--- src/rtl/register_write_arbiter.sv ---
// Write-port owner for register_unit: zero-sweeps x1..x31 after reset or clear,
// then arbitrates WB and debug writes with a starvation guard for debug.
module register_write_arbiter #(
    parameter bit INIT_ON_RESET    = 1'b1,
    parameter int DBG_STARVE_LIMIT = 4
) (
    input  logic        i_clk,
    input  logic        i_rst_n,
    input  logic        i_clear,
    input  logic        i_wb_valid,
    output logic        o_wb_ready,
    input  logic [4:0]  i_wb_rd,
    input  logic [31:0] i_wb_data,
    input  logic        i_dbg_valid,
    output logic        o_dbg_ready,
    input  logic [4:0]  i_dbg_rd,
    input  logic [31:0] i_dbg_data,
    output logic        o_we,
    output logic [4:0]  o_rd,
    output logic [31:0] o_rd_data,
    output logic        o_init_busy
);

    typedef enum logic {
        ST_INIT = 1'b0,
        ST_RUN  = 1'b1
    } state_t;

    localparam logic [3:0] STARVE_LIMIT = 4'(DBG_STARVE_LIMIT);
    localparam logic [3:0] STARVE_MAX   = 4'd15;
    localparam state_t     RESET_STATE  = INIT_ON_RESET ? ST_INIT : ST_RUN;

    state_t      r_state;
    logic [4:0]  r_sweep_cnt;
    logic [3:0]  r_starve_cnt;
    logic        r_we;
    logic [4:0]  r_rd;
    logic [31:0] r_rd_data;
    logic        r_init_busy;

    logic        w_arb_en;
    logic        w_force;
    logic        w_dbg_ready;
    logic        w_wb_ready;

    // Clear takes priority over any pending request in the cycle it arrives.
    assign w_arb_en    = (r_state == ST_RUN) && !i_clear;
    assign w_force     = i_dbg_valid && (r_starve_cnt >= STARVE_LIMIT);
    assign w_dbg_ready = w_arb_en && i_dbg_valid && (!i_wb_valid || w_force);
    assign w_wb_ready  = w_arb_en && i_wb_valid && !w_dbg_ready;

    assign o_wb_ready  = w_wb_ready;
    assign o_dbg_ready = w_dbg_ready;
    assign o_we        = r_we;
    assign o_rd        = r_rd;
    assign o_rd_data   = r_rd_data;
    assign o_init_busy = r_init_busy;

    always_ff @(posedge i_clk or negedge i_rst_n) begin
        if (!i_rst_n) begin
            r_state      <= RESET_STATE;
            r_sweep_cnt  <= 5'd1;
            r_starve_cnt <= 4'd0;
            r_we         <= 1'b0;
            r_rd         <= 5'd0;
            r_rd_data    <= 32'd0;
            r_init_busy  <= INIT_ON_RESET;
        end else begin
            if (w_dbg_ready || !i_dbg_valid) begin
                r_starve_cnt <= 4'd0;
            end else if (w_wb_ready && (r_starve_cnt != STARVE_MAX)) begin
                r_starve_cnt <= r_starve_cnt + 4'd1;
            end

            case (r_state)
                ST_INIT: begin
                    r_we      <= 1'b1;
                    r_rd      <= r_sweep_cnt;
                    r_rd_data <= 32'd0;
                    if (r_sweep_cnt == 5'd31) begin
                        r_state     <= ST_RUN;
                        r_sweep_cnt <= 5'd1;
                        r_init_busy <= 1'b0;
                    end else begin
                        r_sweep_cnt <= r_sweep_cnt + 5'd1;
                    end
                end
                default: begin
                    if (i_clear) begin
                        r_state     <= ST_INIT;
                        r_sweep_cnt <= 5'd1;
                        r_init_busy <= 1'b1;
                        r_we        <= 1'b0;
                    end else if (w_dbg_ready) begin
                        // x0 writes are accepted but never reach the register file.
                        r_we <= (i_dbg_rd != 5'd0);
                        if (i_dbg_rd != 5'd0) begin
                            r_rd      <= i_dbg_rd;
                            r_rd_data <= i_dbg_data;
                        end
                    end else if (w_wb_ready) begin
                        r_we <= (i_wb_rd != 5'd0);
                        if (i_wb_rd != 5'd0) begin
                            r_rd      <= i_wb_rd;
                            r_rd_data <= i_wb_data;
                        end
                    end else begin
                        r_we <= 1'b0;
                    end
                end
            endcase
        end
    end

endmodule
--- config.mk ---
export PLATFORM = sky130hd
export DESIGN_NAME = register_write_arbiter
export DESIGN_NICKNAME = d
export VERILOG_FILES = /design/src/rtl/register_write_arbiter.sv
export SDC_FILE = /design/constraint.sdc
export NUM_CORES = 1
export LEC_CHECK = 0
export CAP_MARGIN = 20
export CORE_MARGIN = 2
export CORE_UTILIZATION = 35
export CTS_BUF_LIST = sky130_fd_sc_hd__clkbuf_2 sky130_fd_sc_hd__clkbuf_4 sky130_fd_sc_hd__clkbuf_8
export CTS_CLUSTER_SIZE = 30
export DETAILED_ROUTE_END_ITERATION = 7
export PLACE_DENSITY = 0.68
export SYNTH_ARGS = -nofsm -noshare
export SYNTH_HDL_FRONTEND = slang
export SYNTH_SLANG_ARGS = --single-unit
--- constraint.sdc ---
create_clock -name i_clk -period 5.15 [get_ports i_clk]
set_input_delay 1.03 -clock i_clk [delete_from_list [all_inputs] [get_ports i_clk]]
set_output_delay 1.03 -clock i_clk [all_outputs]
set_load 0.05 [all_outputs]
==> flow_summary.toml <==
[setup_path]
critical-path-max-stage-delay_ns = 0.57
required_ns = 4.12
endpoint = "o_wb_ready"
cp_slowest_cell = "clkdlybuf4s50_1"
rrSetupSlack_ns = 2.68
reg2reg_depth = 5
worstSetupEndpointType = "primary output"
cp_max_fo = 9
path_buf_inv = 2
cpMostUsedCell = "nor2_1"
crit_path_start_kind = "primary input"
path_class = "in2out"
critical_path_depth = 5
cp.arrival_ns = 2.68
crit_family = "simple AND/OR/NAND/NOR gates"
r2r_end = "o_rd_data[24]$_DFFE_PN0P_"
critPathLaunch = "i_clear"
r2r-start = "r_state$_DFF_PN0_"
cp_cell_sequence = "clkdlybuf4s50_1 > nand3b_1 > nor2_1 > nor2_1 > buf_4"

[cells_and_area]
area_delta_synth_final_pct = 48.7
mostFrequentLayoutCells = "clkdlybuf4s50_1 (116), dfrtp_1 (47), o21ai_0 (36), nand3_1 (36), a21boi_0 (30)"
final_nets = 459
drive_gt1_share_pct = 15.6
final_common_cell = "clkdlybuf4s50_1"
antenna_cells = 0

[power]
power_density_mw_per_mm2 = 334
power.total_uw = 1400
static-leakage-power_uw = 0.00174
max-vdd-ir-drop_mv = 0.138

[route]
drcViolationCount = 0
initialDrtViolationCount = 98
ant_nets = 0
vias = 2433
wl_per_cell_um = 16.0
firstDrtPassIters = 4
viasPerCell = 5.08
routed_wl_um = 7660

[sta]
period_share_pct = 72.0
rsz0062_at_grt = "false"
relSlewSlack_pct = 55.5
tightestPinTransition_ns = 0.667
min_period_ns = 3.71
finalHoldViolCount = 0
setup_viol = 0
finClkSkew_ns = 0.00786
slew_violations = 0
fin_hold_ws_ns = 0.501
fmax_mhz = 270
setup-tns-final_ns = 0

[synthesis]
syn-num-nets = 350
yosysWarnings = 0
yosysSeqAreaShare_pct = 43.7
synthTopCellsByArea = "dfrtp_1 (42%), mux2_4 (10%), a21boi_0 (8.0%), mux2_2 (7.2%), nand3_1 (6.4%)"
synth_top_cell_by_area = "dfrtp_1"
syn_avg_cell_area_um2 = 10.5
ys_ff_latch = 49
synth.distinct_cells = 33
synth_top_area_share_pct = 41.9
syn_area_mm2 = 0.00281
netlist_instances = 268

[die]
initial_utilization_pct = 36.2
die_area_mm2 = 0.00876
ios = 120
die_w_um = 93.6
core_mm2 = 0.00777
die_h_um = 93.6
num_rows = 32

[cts]
clk_pin_slew_ns = 0.08
cts-htree-levels = 2
post_cts_buffers = 0
clock_sinks = 49
cts_made_buffers = 5
clockBufferDepth = 2
root_buffer = "clkbuf_8"
clk_latency_ns = 0.29
hold_buffers = 0
post_cts_resize_count = 0
cts_tree = "built"

[global_routing]
grt_pass1_wl_um = 11800
grt_pass1_vias = 2394
track_usage_pct = 17.0
antenna_found_initial = 0
grt_max_degree = 50
grt-ovfl-total = 0

[place]
place.gp.congestion = 0.724
io_buffers = 119
dp_hpwl_um = 5320

[hold_path]
hold_path_class = "reg2reg"
hold_depth = 2

[job]
max-cap-violations = 0

[run_status]
status = "completed"
==> flip-flops by register name, summed over array words and instances (netlist names) <==
signal and cells:
o_rd_data 32, o_rd 5, r_sweep_cnt 5, r_starve_cnt 4, o_init_busy 1, o_we 1
r_state 1
==> per-stage QoR <==
stage	setup WS [ns]	instances	cell area (um2)	utilization, %
2_1_floorplan	1.35	268	2810	-
3_3_place_gp	1.50	471	4070	52.4
3_5_place_dp	1.44	471	4070	52.4
4_1_cts	1.44	478	4160	53.5
5_1_grt	1.32	479	4180	53.8
6_report	1.44	479	4180	53.8
==> final cells by class <==
type,count,area (um2)
flip-flops and latches,49,1230
fillers,741,3590
well taps,102,128
clock buffers,7,90.1
repair buffers,126,1260
inverters,4,15.0
multi-input cells,191,1460
==> synth_stat cells <==
cell       number
clkbuf_1       19
dfstp_2         2
and3b_1         1
a21boi_1        4
or3b_1          1
o2111ai_2       1
o22ai_1         1
or4_1           2
a21oi_1         1
o211ai_1        1
inv_1           4
nor2b_1         6
nand3b_1        1
a221o_1         5
o21ai_0        36
xnor2_1         1
nor3b_2         1
nand3_1        36
nor2_1          7
buf_6           3
mux2_4         19
xor2_1          2
dfrtp_1        47
o32ai_1         2
a22oi_1         1
ha_1            3
mux2_2         18
buf_2           2
nand2_1         7
nand3_2         1
and3_1          2
mux2i_1         1
a21boi_0       30
==> per-layer routing <==
layer / global-route usage [%] / share of wire (%)
met1: 22.6 / 46
met2: 27.5 / 46
met4: 4.11 / 1.3
met5: 0 / 0
met3: 4.83 / 6.9
==> worst min path at each step <==
stage                                from                    endpoint  slack [ns]
2_1_floorplan  r_sweep_cnt[4]$_DFFE_PN0P_  r_sweep_cnt[4]$_DFFE_PN0P_        0.47
3_3_place_gp      o_init_busy$_DFFE_PN1P_     o_init_busy$_DFFE_PN1P_        0.49
3_5_place_dp      o_init_busy$_DFFE_PN1P_     o_init_busy$_DFFE_PN1P_        0.49
4_1_cts           o_init_busy$_DFFE_PN1P_     o_init_busy$_DFFE_PN1P_        0.50
5_1_grt         o_rd_data[29]$_DFFE_PN0P_   o_rd_data[29]$_DFFE_PN0P_        0.53
6_report          o_init_busy$_DFFE_PN1P_     o_init_busy$_DFFE_PN1P_        0.50
==> worst min-delay path: stages (launching register included) <==
cell and delay (ns):
dfstp_2 0.38, nor2_1 0.08, nor2_1 0.05
==> power breakdown <==
group / leakage [uW] / internal [uW] / switching [uW] / total, uW
clock network: 0.0000477 / 112 / 115 / 227
logic: 0.00104 / 300 / 348 / 648
registers: 0.000652 / 462 / 59.4 / 522
==> logic make-up (layout without fill, tap and decap cells) <==
kind of cell	count (synthesis)	after routing	synth area share (%)
AOI/OAI and AO/OA	82	82	19.4
and+or+nand+nor	65	65	12.3
DFF	49	49	43.7
muxes	38	38	17.7
buffers and inverters	28	137	4.63
adders and majority gates	3	3	1.34
xor gates and xnor gates	3	3	0.935
Note: power is estimated with default switching activity, not from simulation.
